**config.mk**
```make
export PLATFORM = sky130hd
export DESIGN_NAME = board_disc_renderer
export DESIGN_NICKNAME = d
export VERILOG_FILES = /design/src/rtl/board_disc_renderer.sv
export SDC_FILE = /design/constraint.sdc
export NUM_CORES = 1
export LEC_CHECK = 0
export ABC_CLOCK_PERIOD_IN_PS = 8600
export CAP_MARGIN = 0
export CORE_MARGIN = 10
export CORE_UTILIZATION = 54
export CTS_CLUSTER_SIZE = 10
export DETAILED_ROUTE_END_ITERATION = 6
export PLACE_DENSITY = 0.83
export SLEW_MARGIN = 20
export SYNTH_ARGS = -nofsm -noshare
export SYNTH_HDL_FRONTEND = slang
export SYNTH_SLANG_ARGS = --single-unit
```
**constraint.sdc**
```tcl
create_clock -name clk -period 8.6 [get_ports clk]
set_input_delay 2.15 -clock clk [delete_from_list [all_inputs] [get_ports clk]]
set_output_delay 2.15 -clock clk [all_outputs]
set_load 0.005 [all_outputs]
```
**src/rtl/board_disc_renderer.sv**
```systemverilog
// rtl/board_disc_renderer.sv - Connect-4 board pixel classifier for the VGA path.
// Tracks raster position per cell incrementally and registers one classification per pixel strobe.
module board_disc_renderer #(
  parameter int COLS         = 7,
  parameter int ROWS         = 6,
  parameter int CELL         = 50,
  parameter int X0           = 145,
  parameter int Y0           = 90,
  parameter int RADIUS       = 20,
  parameter int BLINK_FRAMES = 30
) (
  input  logic                           clk,
  input  logic                           rst_n,
  input  logic                           pix_en,
  input  logic                           frame_start,
  input  logic [9:0]                     PixelX,
  input  logic [9:0]                     PixelY,
  input  logic [COLS*ROWS-1:0]           red_board,
  input  logic [COLS*ROWS-1:0]           yellow_board,
  input  logic [COLS*ROWS-1:0]           win_mask,
  output logic                           in_board,
  output logic                           in_disc,
  output logic                           red,
  output logic                           yellow,
  output logic                           hole,
  output logic                           highlight,
  output logic [$clog2(COLS*ROWS)-1:0]   cell_idx
);

  localparam int NCELL = COLS * ROWS;
  localparam int IW    = $clog2(NCELL);
  localparam int CW    = (COLS > 1) ? $clog2(COLS) : 1;
  localparam int RW    = (ROWS > 1) ? $clog2(ROWS) : 1;
  localparam int XW    = $clog2(CELL);
  localparam int DXW   = XW + 2;
  localparam int SW    = 2 * DXW;
  localparam int SW1   = SW + 1;
  localparam int FW    = (BLINK_FRAMES > 1) ? $clog2(BLINK_FRAMES) : 1;

  localparam logic [10:0]            X_LO    = 11'(X0);
  localparam logic [10:0]            X_HI    = 11'(X0 + COLS * CELL);
  localparam logic [10:0]            Y_LO    = 11'(Y0);
  localparam logic [10:0]            Y_HI    = 11'(Y0 + ROWS * CELL);
  localparam logic [XW-1:0]          SUB_MAX = XW'(CELL - 1);
  localparam logic signed [DXW-1:0]  C_OFF   = DXW'(CELL - 1);
  localparam logic [SW1-1:0]         R_LIM   = SW1'(4 * RADIUS * RADIUS);
  localparam logic [FW-1:0]          FC_MAX  = FW'(BLINK_FRAMES - 1);

  logic [CW-1:0] r_col;
  logic [XW-1:0] r_xsub;
  logic [RW-1:0] r_row;
  logic [XW-1:0] r_ysub;
  logic [FW-1:0] r_fcnt;
  logic          r_blink;

  logic                  w_x_in;
  logic                  w_y_in;
  logic                  w_in_board;
  logic                  w_line_start;
  logic                  w_row_start;
  logic [CW-1:0]         w_col;
  logic [XW-1:0]         w_xsub;
  logic [RW-1:0]         w_row;
  logic [XW-1:0]         w_ysub;
  logic [IW-1:0]         w_idx;
  logic signed [DXW-1:0] w_dx;
  logic signed [DXW-1:0] w_dy;
  logic signed [SW-1:0]  w_dx_e;
  logic signed [SW-1:0]  w_dy_e;
  logic signed [SW-1:0]  w_dx2;
  logic signed [SW-1:0]  w_dy2;
  logic [SW1-1:0]        w_dist;
  logic                  w_disc;
  logic                  w_r;
  logic                  w_y;
  logic                  w_win;
  logic                  w_blank;

  assign w_x_in       = ({1'b0, PixelX} >= X_LO) && ({1'b0, PixelX} < X_HI);
  assign w_y_in       = ({1'b0, PixelY} >= Y_LO) && ({1'b0, PixelY} < Y_HI);
  assign w_in_board   = w_x_in && w_y_in;
  assign w_line_start = ({1'b0, PixelX} == X_LO);
  assign w_row_start  = ({1'b0, PixelY} == Y_LO);

  // Position of the current pixel, derived from the previous strobed pixel's position.
  always_comb begin
    w_col  = '0;
    w_xsub = '0;
    if (!w_line_start) begin
      if (r_xsub == SUB_MAX) begin
        w_col  = r_col + 1'b1;
        w_xsub = '0;
      end else begin
        w_col  = r_col;
        w_xsub = r_xsub + 1'b1;
      end
    end
  end

  always_comb begin
    w_row  = r_row;
    w_ysub = r_ysub;
    if (w_line_start) begin
      if (w_row_start) begin
        w_row  = '0;
        w_ysub = '0;
      end else if (r_ysub == SUB_MAX) begin
        w_row  = r_row + 1'b1;
        w_ysub = '0;
      end else begin
        w_ysub = r_ysub + 1'b1;
      end
    end
  end

  assign w_idx = IW'(w_row) * IW'(COLS) + IW'(w_col);

  // Doubled offsets from the cell centre keep the circle test in exact integers.
  assign w_dx   = $signed({1'b0, w_xsub, 1'b0}) - C_OFF;
  assign w_dy   = $signed({1'b0, w_ysub, 1'b0}) - C_OFF;
  assign w_dx_e = SW'(w_dx);
  assign w_dy_e = SW'(w_dy);
  assign w_dx2  = w_dx_e * w_dx_e;
  assign w_dy2  = w_dy_e * w_dy_e;
  assign w_dist = {1'b0, w_dx2} + {1'b0, w_dy2};
  assign w_disc = w_in_board && (w_dist <= R_LIM);

  assign w_r     = w_in_board && red_board[w_idx];
  assign w_y     = w_in_board && yellow_board[w_idx];
  assign w_win   = w_in_board && win_mask[w_idx];
  assign w_blank = r_blink && w_win;

  always_ff @(posedge clk or negedge rst_n) begin
    if (!rst_n) begin
      r_col  <= '0;
      r_xsub <= '0;
      r_row  <= '0;
      r_ysub <= '0;
    end else if (pix_en && w_in_board) begin
      r_col  <= w_col;
      r_xsub <= w_xsub;
      r_row  <= w_row;
      r_ysub <= w_ysub;
    end
  end

  always_ff @(posedge clk or negedge rst_n) begin
    if (!rst_n) begin
      r_fcnt  <= '0;
      r_blink <= 1'b0;
    end else if (frame_start) begin
      if (r_fcnt == FC_MAX) begin
        r_fcnt  <= '0;
        r_blink <= ~r_blink;
      end else begin
        r_fcnt <= r_fcnt + 1'b1;
      end
    end
  end

  always_ff @(posedge clk or negedge rst_n) begin
    if (!rst_n) begin
      in_board  <= 1'b0;
      in_disc   <= 1'b0;
      red       <= 1'b0;
      yellow    <= 1'b0;
      hole      <= 1'b0;
      highlight <= 1'b0;
      cell_idx  <= '0;
    end else if (pix_en) begin
      in_board  <= w_in_board;
      in_disc   <= w_disc;
      red       <= w_disc && w_r && !w_blank;
      yellow    <= w_disc && w_y && !w_r && !w_blank;
      hole      <= w_disc && ((!w_r && !w_y) || w_blank);
      highlight <= w_disc && w_win;
      cell_idx  <= w_in_board ? w_idx : '0;
    end
  end

endmodule

```
== After elaboration in Yosys (flattened, before gate mapping) ==
Cells that the tools add are included.

* Output and inout port bits: 12
* Register bits: 36
* Input port bits: 150
* Logic and storage cells: 77

* Bitwise gates (word level): 1
* Multiplexer cells: 18
* Add/sub/neg operators: 9
* Multiply operators: 3
* Order comparisons: 6
* Equal/unequal tests: 5
* Reduce and logical (&&, ||, !) cells: 22

{| class="wikitable"
|+ Operator list
! cell !! count
|-
| $mux W6 || 6
|-
| $mul A8 B8 Y16 || 2
|-
| $lt A10 B9 Y1 const B || 2
|-
| $bmux W1 S6 || 3
|-
| $add A16 B16 Y17 || 1
|-
| $le A17 B11 Y1 const B || 1
|-
| $logic_and A1 B1 Y1 || 17
|-
| $sub A7 B6 Y8 const B || 2
|-
| $mux W3 || 5
|-
| $add A6 B1 Y6 const B || 2
|-
| $eq A6 B6 Y1 const B || 2
|-
| $eq A10 B7 Y1 const B || 1
|-
| $eq A10 B8 Y1 const B || 1
|-
| $ge A10 B7 Y1 const B || 1
|-
| $ge A10 B8 Y1 const B || 1
|-
| $lt A6 B7 Y1 const B || 1
|-
| $add A3 B1 Y3 const B || 2
|-
| $add A6 B3 Y6 || 1
|-
| $mul A3 B3 Y6 const B || 1
|-
| $add A5 B1 Y5 const B || 1
|-
| $eq A5 B5 Y1 const B || 1
|-
| $mux W5 || 1
|-
| $logic_not A1 Y1 || 3
|-
| $mux W1 || 3
|-
| other kinds (3) || 3
|}

== Logic depth before layout (Yosys ltp) ==
* Word-level depth: 13
* Depth in mapped cells: 38
* Gate-level depth less buffers: 37

== Worst setup path after synthesis ==
No wires, ideal clock.

* Path type: input port to flip-flop
* Start point: in PixelX[1]
* End point: reg yellow
* Setup time: 101 ps
* Arrival time: 9497 ps
* Buffers on the path: 0
* Slack: -998 ps
* Stages: 33
* Data required time: 8499 ps
* Path through: or3_4 nand3b_2 nand2_1 o21ai_1 inv_1 ha_1 nor3b_1 nand4_1 a21oi_1 o22ai_1 nand2_1 nor2_1 inv_1 fa_1 inv_1 fa_1 fa_1 inv_1 fa_1 inv_1 ha_1 inv_1 o21bai_1 a21oi_1 xnor2_1 ha_1 a2111o_1 o31a_1 o31a_1 nand4_1 o2111a_1 o31ai_1 o32ai_1

* Cells in the longest elaborated chain, start to end: 10
* Elaborated cells on any way between the ends: 33
* Those cells by class: 4 x add/sub; 3 x mul; 3 x order compare; 1 x eq/ne; 10 x mux; 12 x reduce/logical

{| class="wikitable"
|+ Ends and longest elaborated chain
! item !! RTL line !! source
|-
| from (decl) || 16 || <nowiki>input logic [9:0] PixelX,</nowiki>
|-
| $eq A10 B8 Y1 || 82 || <nowiki>assign w_line_start = ({1'b0, PixelX} == X_LO);</nowiki>
|-
| $mux W6, or another cell as far along || 89 || <nowiki>if (!w_line_start) begin</nowiki>
|-
| $sub A7 B6 Y8, or another cell as far along || 119 || <nowiki>assign w_dx = $signed({1'b0, w_xsub, 1'b0}) - C_OFF;</nowiki>
|-
| $mul A8 B8 Y16, or another cell as far along || 123 || <nowiki>assign w_dx2 = w_dx_e * w_dx_e;</nowiki>
|-
| $add A16 B16 Y17, or another cell as far along || 125 || <nowiki>assign w_dist = {1'b0, w_dx2} + {1'b0, w_dy2};</nowiki>
|-
| $le A17 B11 Y1, or another cell as far along || 126 || <nowiki>assign w_disc = w_in_board && (w_dist <= R_LIM);</nowiki>
|-
| $logic_and A1 B1 Y1 (on tied branches) || n/a ||
|-
| $logic_and A1 B1 Y1, or another cell as far along || 174 || <nowiki>yellow <= w_disc && w_y && !w_r && !w_blank;</nowiki>
|-
| $logic_and A1 B1 Y1 or $logic_not A1 Y1 (tied branches) || 174 ||
|-
| $logic_and A1 B1 Y1 * || 174 ||
|-
| to (signal assigned) || 174 ||
|-
| to (decl) || 24 || <nowiki>output logic yellow,</nowiki>
|}

Every way passes the cells marked *; elsewhere a longest branch is shown, timed or not. The select of a mux whose other input is x is not followed.
A chain may end at the register's enable or synchronous reset.

== Worst setup path after layout ==
* Start point: in PixelX[9]
* End point: reg yellow

The elaborated chain is that of the path after synthesis.

==> results.md <==
- Post-synthesis cell count: 895
- Proportion of synthesized chip area in sequential cells: 11.2%
- Io pins: 162
- Avg Inst Size Synth: 9.01 sq um
- Final Hold Viols: 0
- Failing checks: negative setup slack
- Gpl congestion: 0.868
- Area Growth Syn to Fin: 46.8%
- CTS tree: built
- Latest clock arrival within the worst-skew pair: 0.28 ns
- Synth unique cells: 71
- RSZ-0062 raised after global routing: true
- First-pass DRT Iterations: 6
- Post-route cell area: 11800 sq um
- Worst path most repeated cell: fa_1
- Placed Area: 11200 sq um
- Crit path max fanout: 7
- Slowest stage cell, crit path: fa_1
- Worst-path clk slew: 0.06 ns
- Share of layout cells above drive strength 1: a little over a quarter
- Commonest cells post-synth: inv_1 (168), fa_1 (90), nand2_1 (84)
- Reg2Reg Depth: 32
- Total CTS buffers: 5
- Number of global-route vias before repair: 8717
- DP Wirelength: 20900 um
- Max_slew headroom: 41.5%
- Yosys reg bits: 36
- Hold path cells: 1
- Critical Path End Type: flip-flop
- Ranking of synthesized cells by area: fa_1 (22%), ha_1 (13%), dfrtp_1 (11%), mux4_2 (8.9%), inv_1 (7.8%)
- Synth warn: 0
- Max Cap Viol: 0
- Starting Density: between 50% and 60%
- Period utilization: 104%
- Clk sinks: 36
- Synth async-reset ratio: 100%
- Row Count: 44
- Measured slew at the worst slew-check pin: 0.876 ns
- Pins Over Slew Limit: 0
- Crit path largest cell delay: 0.54 ns
- CP startpoint kind: input port
- Die W: 142 um
- Total Wirelength: 26600 um
- Grt ovf: 0
- Setup Total Neg Slack: -1.29 ns
- Area leader, netlist: fa_1
- Chip Height: 142 um
- Port Buffers: 161
- DIE AREA: 20200 sq um
- Syn Nets: 1216
- Placed insts: approximately 1.4k
- # DRC: 0
- Initial DRC count: 640
- First-pass GRT wire length: about 42000 um
- Worst Skew: 0.00392 ns
- GRT Overall Usage: 25.1%
- Worst min path class: reg -> reg
- WP data required: 8.79 ns
- Outcome: complete, but fails checks
- # hold bufs at CTS: 0
- Worst EP arrival: 9.10 ns
- End point of the critical path: yellow$_DFFE_PN0P_
- Core area: around 15000 sq um
- Htree depth: 2
- Fin crit period: roughly 8.9 ns
- Clock buffer depth: 2
- Setup violations, final: 5
- Most frequent cell after synthesis: inv_1
- Post-Syn Area: 8060 sq um
- # nets final: roughly 1.5k
- Final antenna-violating net count: 0
- Most used DFF post-synth: dfrtp_1
- Initial antenna violation count: 1
- Final std cells w/o fill: 1405
- Worst reg2reg setup slack: 1.09 ns
- Setup crit start: PixelX[9]
- Final setup margin: -0.313 ns
- RR Endpoint: yellow$_DFFE_PN0P_
- Synth top area share: between 20 and 25%
- Drt via density: approximately 5.7
- Reg2reg start: r_ysub[0]$_DFFE_PN0P_
- Number of synthesized flops with an enable pin: 0
- Fmax: approximately 0.11 GHz
- Fin util: 81.2%
- WS Path Type: in -> reg
- Avg WL per Cell: approximately 19 um
- CTS Root Cell: clkbuf_16
- Pin count of the biggest net entering global routing: 37
- Via count: 8047
-- metal layers --
layer	global-route usage, %	routed length [um]	vias up
li1	-	-	3667
met1	27.0	9390	3889
met2	47.4	14300	407
met3	4.97	2010	84
met4	8.55	898	0
met5	0	0	-
-- placed cells by master, fill, tap and decap left out, drive strengths merged, types with 32 or more instances in the layout --
cell / count
a21oi: 34
buf: 183
inv: 167
ha: 81
o21ai: 32
dfrtp: 36
fa: 90
mux4: 32
xnor2: 45
nor2: 65
clkdlybuf4s50: 140
nand2: 84
-- worst min path at each step --
stage / start / to / slack, ns
2_1_floorplan: r_blink$_DFFE_PN0P_ / r_blink$_DFFE_PN0P_ / 0.45
3_3_place_gp: r_fcnt[4]$_DFFE_PN0P_ / r_fcnt[4]$_DFFE_PN0P_ / 0.47
3_5_place_dp: r_blink$_DFFE_PN0P_ / r_blink$_DFFE_PN0P_ / 0.47
4_1_cts: r_fcnt[4]$_DFFE_PN0P_ / r_fcnt[4]$_DFFE_PN0P_ / 0.49
5_1_grt: cell_idx[5]$_DFFE_PN0P_ / cell_idx[5]$_DFFE_PN0P_ / 0.51
6_report: r_fcnt[4]$_DFFE_PN0P_ / r_fcnt[4]$_DFFE_PN0P_ / 0.49
-- stage by stage --
stage | hold slack [ns] | setup WS, ns
floorplan | 0.445 | -0.260
global placement | 0.466 | -0.789
detailed placement | 0.466 | -0.988
CTS | 0.487 | -0.231
global route | 0.512 | -0.532
finish | 0.493 | -0.313
-- critical path: cells and delay by family --
| family | cells | cell delay, ns |
|---|---|---|
| AOI/OAI and AO/OA | 9 | 2.06 |
| xor gates and xnor gates | 1 | 0.19 |
| adders and majority gates | 6 | 2.64 |
| buffers and inverters | 5 | 0.57 |
| and+or+nand+nor | 5 | 1.47 |
-- flip-flops by register name, indices dropped and copies added, names as in the netlist, 3 cells and up --
name and count:
cell_idx 6, r_fcnt 5, r_ysub 6, r_col 3, r_row 3, r_xsub 6
-- final cells by class --
type	count	area, sq um
diodes	1	2.50
clock buffers	6	139
clock inverters	2	10.0
fillers	810	2750
inverters	168	637
multi-input cells	671	7000
flip-flops and latches	36	901
well taps	184	230
repair buffers	337	2920
-- timing repair --
action	CTS	global route
pin swaps	48	11
cloned	0	0
setup endpoints to repair	5	5
buffers inserted	15	7
gates resized for setup	89	20
-- logic make-up after synthesis --
| logic type | share of synthesized area [%] |
|---|---|
| and+or+nand+nor | 15.3 |
| buffers and inverters | 8.88 |
| adders and majority gates | 34.9 |
| AOI/OAI and AO/OA | 12.2 |
| xor gates and xnor gates | 6.07 |
| muxes | 11.4 |
| DFF | 11.2 |
Power is left out: the tool's default activity adds up to more than one toggle a clock period on the data nets, which glitch-free logic cannot reach.
